## src/rtl/core_pkg.sv

```systemverilog
// Shared execute-stage types and widths: result payload struct, FLAGS bit positions,
// and the skid buffer occupancy states.
package core_pkg;

    localparam int P_DATA_W = 32;
    localparam int P_FLAG_W = 5;
    localparam int P_REG_W  = 5;

    // FLAGS layout {SF,OF,CF,PF,ZF}, same order the execute units emit
    localparam int FLAG_SF = 4;
    localparam int FLAG_OF = 3;
    localparam int FLAG_CF = 2;
    localparam int FLAG_PF = 1;
    localparam int FLAG_ZF = 0;

    typedef struct packed {
        logic [P_DATA_W-1:0] data;
        logic [P_FLAG_W-1:0] flags;
        logic [P_REG_W-1:0]  dest;
        logic                wb;
        logic                fwb;
        logic [31:0]         pc;
    } exe_result_t;

    typedef enum logic [1:0] {
        ST_EMPTY = 2'd0,
        ST_ONE   = 2'd1,
        ST_FULL  = 2'd2
    } skid_state_t;

endpackage

```

## src/rtl/execute_result_entry.sv

```systemverilog
// One buffered execute result: load-enabled register with synchronous clear.
// Clear (reset or flush) wins over load.
module execute_result_entry
    import core_pkg::*;
(
    input  logic        i_clk,
    input  logic        i_rst,
    input  logic        i_clr,
    input  logic        i_load,
    input  exe_result_t i_d,
    output exe_result_t o_q
);

    exe_result_t r_q;

    always_ff @(posedge i_clk) begin
        if (i_rst || i_clr) begin
            r_q <= '0;
        end else if (i_load) begin
            r_q <= i_d;
        end
    end

    assign o_q = r_q;

endmodule

```

## src/rtl/execute_result_skid.sv

```systemverilog
// Execute-stage result buffer: 2-entry skid (head/skid) on the VALID/LOCK handshake,
// owner of the architectural FLAGS register and source of the forwarding tap.
//
// state    | meaning
// ST_EMPTY | nothing held, head and skid cleared
// ST_ONE   | head holds the oldest result, skid unused
// ST_FULL  | head and skid both hold results, upstream locked
module execute_result_skid #(
    parameter int P_DATA_W = core_pkg::P_DATA_W,
    parameter int P_FLAG_W = core_pkg::P_FLAG_W,
    parameter int P_REG_W  = core_pkg::P_REG_W
)(
    input  logic                iCLOCK,
    input  logic                iRESET_SYNC,
    input  logic                iFLUSH,
    input  logic                iPREVIOUS_VALID,
    output logic                oPREVIOUS_LOCK,
    input  logic [P_DATA_W-1:0] iPREVIOUS_DATA,
    input  logic [P_FLAG_W-1:0] iPREVIOUS_FLAGS,
    input  logic [P_REG_W-1:0]  iPREVIOUS_DEST,
    input  logic                iPREVIOUS_WB,
    input  logic                iPREVIOUS_FWB,
    input  logic [31:0]         iPREVIOUS_PC,
    output logic                oNEXT_VALID,
    input  logic                iNEXT_LOCK,
    output logic [P_DATA_W-1:0] oNEXT_DATA,
    output logic [P_FLAG_W-1:0] oNEXT_FLAGS,
    output logic [P_REG_W-1:0]  oNEXT_DEST,
    output logic                oNEXT_WB,
    output logic                oNEXT_FWB,
    output logic [31:0]         oNEXT_PC,
    output logic [P_FLAG_W-1:0] oFLAGS_R,
    output logic                oFWD_VALID,
    output logic [P_REG_W-1:0]  oFWD_DEST,
    output logic [P_DATA_W-1:0] oFWD_DATA
);
    import core_pkg::*;

    skid_state_t         r_state;
    logic [P_FLAG_W-1:0] r_flags;

    exe_result_t w_in;
    exe_result_t w_head;
    exe_result_t w_skid;
    exe_result_t w_head_d;
    exe_result_t w_young;
    logic        w_accept;
    logic        w_depart;
    logic        w_head_load;
    logic        w_head_clr;
    logic        w_skid_load;
    logic        w_skid_clr;

    assign w_in = '{data:  iPREVIOUS_DATA,
                    flags: iPREVIOUS_FLAGS,
                    dest:  iPREVIOUS_DEST,
                    wb:    iPREVIOUS_WB,
                    fwb:   iPREVIOUS_FWB,
                    pc:    iPREVIOUS_PC};

    assign w_accept = iPREVIOUS_VALID && (r_state != ST_FULL);
    assign w_depart = (r_state != ST_EMPTY) && !iNEXT_LOCK;

    // Flush reaches the entries through the clear inputs, which dominate any load.
    always_comb begin
        w_head_load = 1'b0;
        w_skid_load = 1'b0;
        w_head_clr  = iFLUSH;
        w_skid_clr  = iFLUSH;
        w_head_d    = w_in;
        case (r_state)
            ST_EMPTY: w_head_load = w_accept;
            ST_ONE: begin
                w_head_load = w_accept && w_depart;
                w_skid_load = w_accept && !w_depart;
                w_head_clr  = iFLUSH || (w_depart && !w_accept);
            end
            ST_FULL: begin
                w_head_load = w_depart;
                w_head_d    = w_skid;
                w_skid_clr  = iFLUSH || w_depart;
            end
            default: ;
        endcase
    end

    execute_result_entry u_head (
        .i_clk  (iCLOCK),
        .i_rst  (iRESET_SYNC),
        .i_clr  (w_head_clr),
        .i_load (w_head_load),
        .i_d    (w_head_d),
        .o_q    (w_head)
    );

    execute_result_entry u_skid (
        .i_clk  (iCLOCK),
        .i_rst  (iRESET_SYNC),
        .i_clr  (w_skid_clr),
        .i_load (w_skid_load),
        .i_d    (w_in),
        .o_q    (w_skid)
    );

    // A head leaving in the flush cycle still commits: it is older than the flush source.
    always_ff @(posedge iCLOCK) begin
        if (iRESET_SYNC) begin
            r_state <= ST_EMPTY;
            r_flags <= '0;
        end else begin
            if (w_depart && w_head.fwb) begin
                r_flags <= w_head.flags;
            end
            if (iFLUSH) begin
                r_state <= ST_EMPTY;
            end else begin
                case (r_state)
                    ST_EMPTY: if (w_accept) r_state <= ST_ONE;
                    ST_ONE: begin
                        if (w_accept && !w_depart) begin
                            r_state <= ST_FULL;
                        end else if (!w_accept && w_depart) begin
                            r_state <= ST_EMPTY;
                        end
                    end
                    ST_FULL:  if (w_depart) r_state <= ST_ONE;
                    default:  r_state <= ST_EMPTY;
                endcase
            end
        end
    end

    assign oPREVIOUS_LOCK = (r_state == ST_FULL);
    assign oNEXT_VALID    = (r_state != ST_EMPTY);
    assign oNEXT_DATA     = w_head.data;
    assign oNEXT_FLAGS    = w_head.flags;
    assign oNEXT_DEST     = w_head.dest;
    assign oNEXT_WB       = w_head.wb;
    assign oNEXT_FWB      = w_head.fwb;
    assign oNEXT_PC       = w_head.pc;
    assign oFLAGS_R       = r_flags;

    assign w_young    = (r_state == ST_FULL) ? w_skid : w_head;
    assign oFWD_VALID = (r_state != ST_EMPTY) && w_young.wb;
    assign oFWD_DEST  = oFWD_VALID ? w_young.dest : '0;
    assign oFWD_DATA  = oFWD_VALID ? w_young.data : '0;

    // Sending while locked loses the beat; flush cycles are exempt since the beat is dropped anyway.
    a_no_overflow: assert property (@(posedge iCLOCK) disable iff (iRESET_SYNC)
        !(iPREVIOUS_VALID && oPREVIOUS_LOCK && !iFLUSH));

endmodule

```

## config.mk

```make
export PLATFORM = sky130hd
export DESIGN_NAME = execute_result_skid
export DESIGN_NICKNAME = d
export VERILOG_FILES = /design/src/rtl/core_pkg.sv /design/src/rtl/execute_result_entry.sv /design/src/rtl/execute_result_skid.sv
export SDC_FILE = /design/constraint.sdc
export NUM_CORES = 1
export LEC_CHECK = 0
export ABC_AREA = 1
export CAP_MARGIN = 5
export CORE_MARGIN = 2
export CORE_UTILIZATION = 50
export DETAILED_ROUTE_END_ITERATION = 12
export PLACE_DENSITY = 0.88
export REMOVE_ABC_BUFFERS = 1
export SYNTH_ARGS = -nofsm -noshare
export SYNTH_HDL_FRONTEND = slang
export SYNTH_HIERARCHICAL = 1
export SYNTH_SLANG_ARGS = --single-unit
export TNS_END_PERCENT = 50
```

## constraint.sdc

```tcl
create_clock -name iCLOCK -period 1.7 [get_ports iCLOCK]
set_clock_uncertainty 0.15 [all_clocks]
set_input_delay 0.255 -clock iCLOCK [delete_from_list [all_inputs] [get_ports iCLOCK]]
set_output_delay 0.255 -clock iCLOCK [all_outputs]
set_load 0.05 [all_outputs]
```

# After elaboration in Yosys (flattened, before gate mapping)
# Index checks and enable logic that the tools add are counted.
[word_totals]
out_inout_bits = 121
regBits = 159
[classes]
reduce_logical = 18
eq_ne = 6
muxes = 13
[op_table]
columns = ["cell", "n"]
rows = [
  ["76-bit two-way mux", 2],
  ["32-bit two-way mux", 1],
  ["2-bit two-way mux", 4],
  ["1-bit logical AND", 7],
  ["2-bit case mux with 3 select lines", 1],
  ["5-bit two-way mux", 1],
  ["1-bit logical OR", 4],
  ["2-bit inequality test, second input constant", 2],
  ["1-bit zero test", 3],
  ["1-bit two-way mux", 3],
  ["3-bit inequality test, second input constant", 1],
  ["1-bit case mux with 3 select lines", 1],
  ["3-bit AND reduction", 1],
  ["2-bit by 1-bit equality test with 1-bit output, second input constant", 1],
  ["2-bit equality test, second input constant", 1],
  ["2-bit zero test", 1],
  ["2-bit by 1-bit inequality test with 1-bit output, second input constant", 1],
  ["2-bit nonzero test", 1],
  ["2-bit OR reduction", 1],
]

# Logic depth before layout (Yosys ltp)
[logic_depth]
depth_word = 7
depth_mapped = 11
mapped_depth_nobuf = 9

# Cells and area by module
# The synthesis kept the hierarchy.
[by_module_without_submodules]
columns = ["module", "n_inst", "area_each_um2", "cells_each"]
rows = [
  ["execute_result_entry", 2, 3140.5, 482],
  ["execute_result_skid", 1, 2005.7, 477],
]

# Least setup slack after synthesis
# Ideal clock, no wire load.
[synth_path]
path_kind = "register -> output"
from = "reg u_head.r_q, in the netlist u_head/o_q[33]"
to = "out oFWD_DATA[22]"
path_stages_with_launch = 6
t_required_ns = 1.295
slack_ns = -0.269
path_buffers = 1
arrival_ns = 1.564
cell_sequence = "dfxtp_1 > nand2_1 > nand2_1 > buf_2 > nand2_1 > inv_1"
[synth_via]
elab_chain_len = 3
[synth_lines]
columns = ["element", "line_no", "rtl"]
rows = [
  ["from (decl)", "execute_result_entry.sv:14", "exe_result_t r_q;"],
  ["from (signal assigned)", "execute_result_entry.sv:20", "r_q <= i_d;"],
  ["76-bit two-way mux", "execute_result_skid.sv:143", "assign w_young = (r_state == ST_FULL) ? w_skid : w_head;"],
  ["1-bit logical AND", "execute_result_skid.sv:144", "assign oFWD_VALID = (r_state != ST_EMPTY) && w_young.wb;"],
  ["net oFWD_VALID", "execute_result_skid.sv:33", "output logic oFWD_VALID,"],
  ["32-bit two-way mux", "execute_result_skid.sv:146", "assign oFWD_DATA = oFWD_VALID ? w_young.data : '0;"],
  ["to (decl)", "execute_result_skid.sv:35", "output logic [P_DATA_W-1:0] oFWD_DATA"],
]
# The timed path passes the listed nets, and every way through them passes these cells.

# Final worst setup path
[layout_path]
from = "reg r_state[1]"
to = "out oFWD_DATA[8]"
[layout_via]
elab_chain_len = 4
[layout_lines]
columns = ["element", "line_no", "rtl"]
rows = [
  ["from (decl)", "execute_result_skid.sv:39", "skid_state_t r_state;"],
  ["from (signal assigned)", "execute_result_skid.sv:108", "r_state <= ST_EMPTY;"],
  ["from (signal assigned)", "execute_result_skid.sv:115", "r_state <= ST_EMPTY;"],
  ["from (signal assigned)", "execute_result_skid.sv:118", "ST_EMPTY: if (w_accept) r_state <= ST_ONE;"],
  ["2-bit equality test", "execute_result_skid.sv:143", ""],
  ["76-bit two-way mux", "execute_result_skid.sv:143", ""],
  ["1-bit logical AND", "execute_result_skid.sv:144", ""],
  ["32-bit two-way mux (*)", "execute_result_skid.sv:146", ""],
]
# Every way passes the cells marked *; elsewhere a longest branch is shown, timed or not.

==> summary.txt <==
Timing
  • Slew HR: 76.5%
  • Setup TNS: -33.67 ns
  • Max Slew Vio Count: 0
  • Final Critical Period: 2.18 ns
  • Hold Vio Cnt, Final: 0
  • Final Cycle Share: 128%
  • Final setup margin: -0.483 ns
  • Max Fclk: 458 MHz
  • RSZ-0062 raised after global routing: true
  • Final Setup Violations: 126
  • Worst-Margin Slew: 0.353 ns

Route
  • Via Count: 10.1k
  • Routed Antenna Nets: 0
  • Vias per std cell: 5.26
  • Drt first pass iters: 8
  • Iter 0 DRT Violations: 1190
  • Wire length per cell: 17.4 µm
  • Wirelength, routed: 33600 µm
  • DRC violations left: 0

Logic synthesis
  • Xor and xnor area share after synthesis: 0%
  • Synthesized area per cell: 5.75 µm²
  • Post-synth top area share: 38.4%
  • Post-Synth Adder-Cell Area: 0%
  • Post-synth top area cell: dfxtp_1
  • Synth Area in Simple Gates: 45.4%
  • Post-synthesis compound-gate area fraction: 0.181%
  • Dominant cells by area after synthesis: dfxtp_1 (38%), nand2_1 (30%), nor2_1 (14%)
  • Multiplexer share of the synthesized area: 0%
  • Mapped Area: 0.00829 mm²
  • Yosys warnings: 6
  • Main combinational cell family by area after synthesis: simple AND/OR/NAND/NOR gates
  • Async set-reset flop share out of synthesis: 0%
  • Cells after Synth: 1441
  • Seq/Total Area, Yosys: 38.4%
  • Seq cells post-synth: 159
  • Most instantiated library cell after synthesis: nand2_1
  • Post-synth EDFFs: 0
  • Main synth FF type: dfxtp_1
  • Top cells by count, synth: nand2_1 (665), nor2_1 (311), inv_1 (211)
  • Library cells used by synthesis: 15

Worst setup path
  • Worst EP required: 1.29 ns
  • CP cell instances: inv_4 -> nor2_8 -> inv_4 -> buf_12 -> nand2_1 -> nand2_1 -> nand2_2 -> inv_2 -> buf_8
  • Crit end category: output port
  • Crit Path Max Fanout: 22
  • CP Launch Type: register
  • WP data arrival: 1.78 ns
  • Critical-path top delay cell: dfxtp_2
  • Kind of critical path: register to output port
  • Reg2reg path depth: 11
  • Crit path largest cell delay: 0.37 ns

Clock network
  • Cts hold-fix bufs: 0
  • Root Buffer: clkbuf_16
  • Clock Sinks: 159
  • Max clock buf depth: 2
  • H-tree levels: 4
  • Clock slew at reported path FFs: 0.06 ns
  • CTS tree: yes
  • CTS Buf Count: 17
  • Clk_lat worst skew: 0.42 ns

Run
  • Max Cap Viol: 0

GRT
  • Antenna violations before repair: 1
  • GR Util All Layers: 28.6%
  • GR Util met1: 35.5%
  • Met3 Use GR: 6.63%
  • First-pass GRT wire length: 40300 µm
  • GR met2 Demand/Resource: 47.4%
  • Global route hottest layer: met2
  • Vias in the first global route: 8339
  • Largest net degree at the start of global routing: 44
  • Grt ovf: 0

Placement
  • Placement Cell Area: 0.0105 mm²
  • GP Congestion: 0.830
  • Inst Count DP: 1837
  • Port Buffer Count: 201
  • Hpwl dp: 13700 µm

Run status
  • Failing checks: setup timing
  • Outcome: finished with violations

Floorplan
  • Die Area: 0.0176 mm²
  • Rows: 47
  • Ports: 202
  • Core ar.: 0.0164 mm²
  • Die width: 133 µm
  • Initial cell density of the core: 50.5%
  • Die Ht: 133 µm

Cells and area
  • Layout Cells excl Fill: 1929
  • Fillers: 911
  • Layout cells sized above 1: 29.4%
  • Multi-input logic area: 0.00476 mm²
  • Final nets: 1776
  • Post-Layout Inst Area: 0.0136 mm²
  • Layout area overhead: 63.9%
  • Final core occ: 82.8%
  • Reg area: 0.00319 mm²

Min path
  • Hold WC Path Type: input port to register
  • Hold path cells: 5

Power and ir drop
  • LEAKAGE: 7.08 nW
  • Maximum VDD drop: 0.671 mV
  • Pwr Density: 748 mW/mm²
  • Power, Total: 10.2 mW
-- where the power goes --
part	switching, mW	internal, mW
logic	1.35	1.03
registers	0.116	3.83
clock network	1.58	2.25
total	3.04	7.11
-- layout make-up --
class | instances | share of cell area [%]
Antenna cell | 1 | 0.0184
Clock buffer | 23 | 3.45
Clock inverter | 9 | 0.801
Inverter | 213 | 6.03
Multi-Input combinational cell | 994 | 35.0
Sequential cell | 159 | 23.5
Tap cell | 220 | 2.03
Timing Repair Buffer | 310 | 29.2
-- stage by stage --
| stage | hold WS [ns] | setup WS (ns) |
|---|---|---|
| after floorplan | 0.251 | -2.44 |
| after global placement | 0.307 | -0.219 |
| after detailed placement | 0.312 | -0.309 |
| after CTS | 0.304 | -0.469 |
| after global routing | 0.337 | -0.548 |
| final | 0.316 | -0.483 |
-- per-layer routing --
metal	vias up	wire [µm]
li1	4610	-
met1	4613	12400
met2	731	15900
met3	192	3500
met4	0	1850
met5	-	0
-- cells in the final DEF (no fill, tap or decap) --
cell type	n
clkbuf_1	4
nand4_1	1
buf_12	32
dfxtp_4	1
bufinv_16	2
a21oi_1	2
buf_16	25
nor2_2	26
nor2_4	41
nand3_1	5
clkdlybuf4s50_1	80
nand3_2	1
inv_8	1
inv_2	30
nand2_4	46
inv_1	177
nor2_8	1
buf_4	116
clkinvlp_4	1
clkinv_4	2
nand2_8	1
buf_8	26
clkbuf_8	2
clkinv_2	3
diode_2	1
inv_4	5
buf_6	15
dfxtp_1	157
nand2_2	86
o21ai_2	1
nand3_4	3
dfxtp_2	1
nor2_1	247
nand2_1	533
inv_6	1
clkbuf_16	33
-- sequential cells by signal, summed over array words and instances (netlist names) --
name,flops
u_head/o_q,76
u_skid/o_q,76
oFLAGS_R,5
r_state,2
-- final timing paths --
| path | startpoint | to | slack [ns] |
|---|---|---|---|
| worst max-delay path | r_state[1] | oFWD_DATA[8] | -0.48 |
| worst min-delay path | iPREVIOUS_PC[30] | u_skid/o_q[30] | 0.32 |
| worst max register to register | r_state[1] | u_head/o_q[63] | -0.33 |
| worst min register to register | u_skid/o_q[0] | u_skid/o_q[0] | 0.32 |
-- what timing repair did --
action	4_1_cts	5_1_grt
setup endpoints to repair	192	193
pin swaps	75	88
resized for setup	147	291
cloned	20	18
buffers inserted	15	8
hold endpoints to repair	0	0
-- worst max-delay path, delay by kind of cell, from the launching register on --
kind          cells  cell delay (ns)
buf+inv           5             0.51
simple gates      4             0.45
flops             1             0.37
-- logic make-up after synthesis --
group,after synthesis
AOI/OAI and AO/OA,3
buffers and inverters,288
DFF,159
and+or+nand+nor,991
Power figures use the tool's default switching activity.
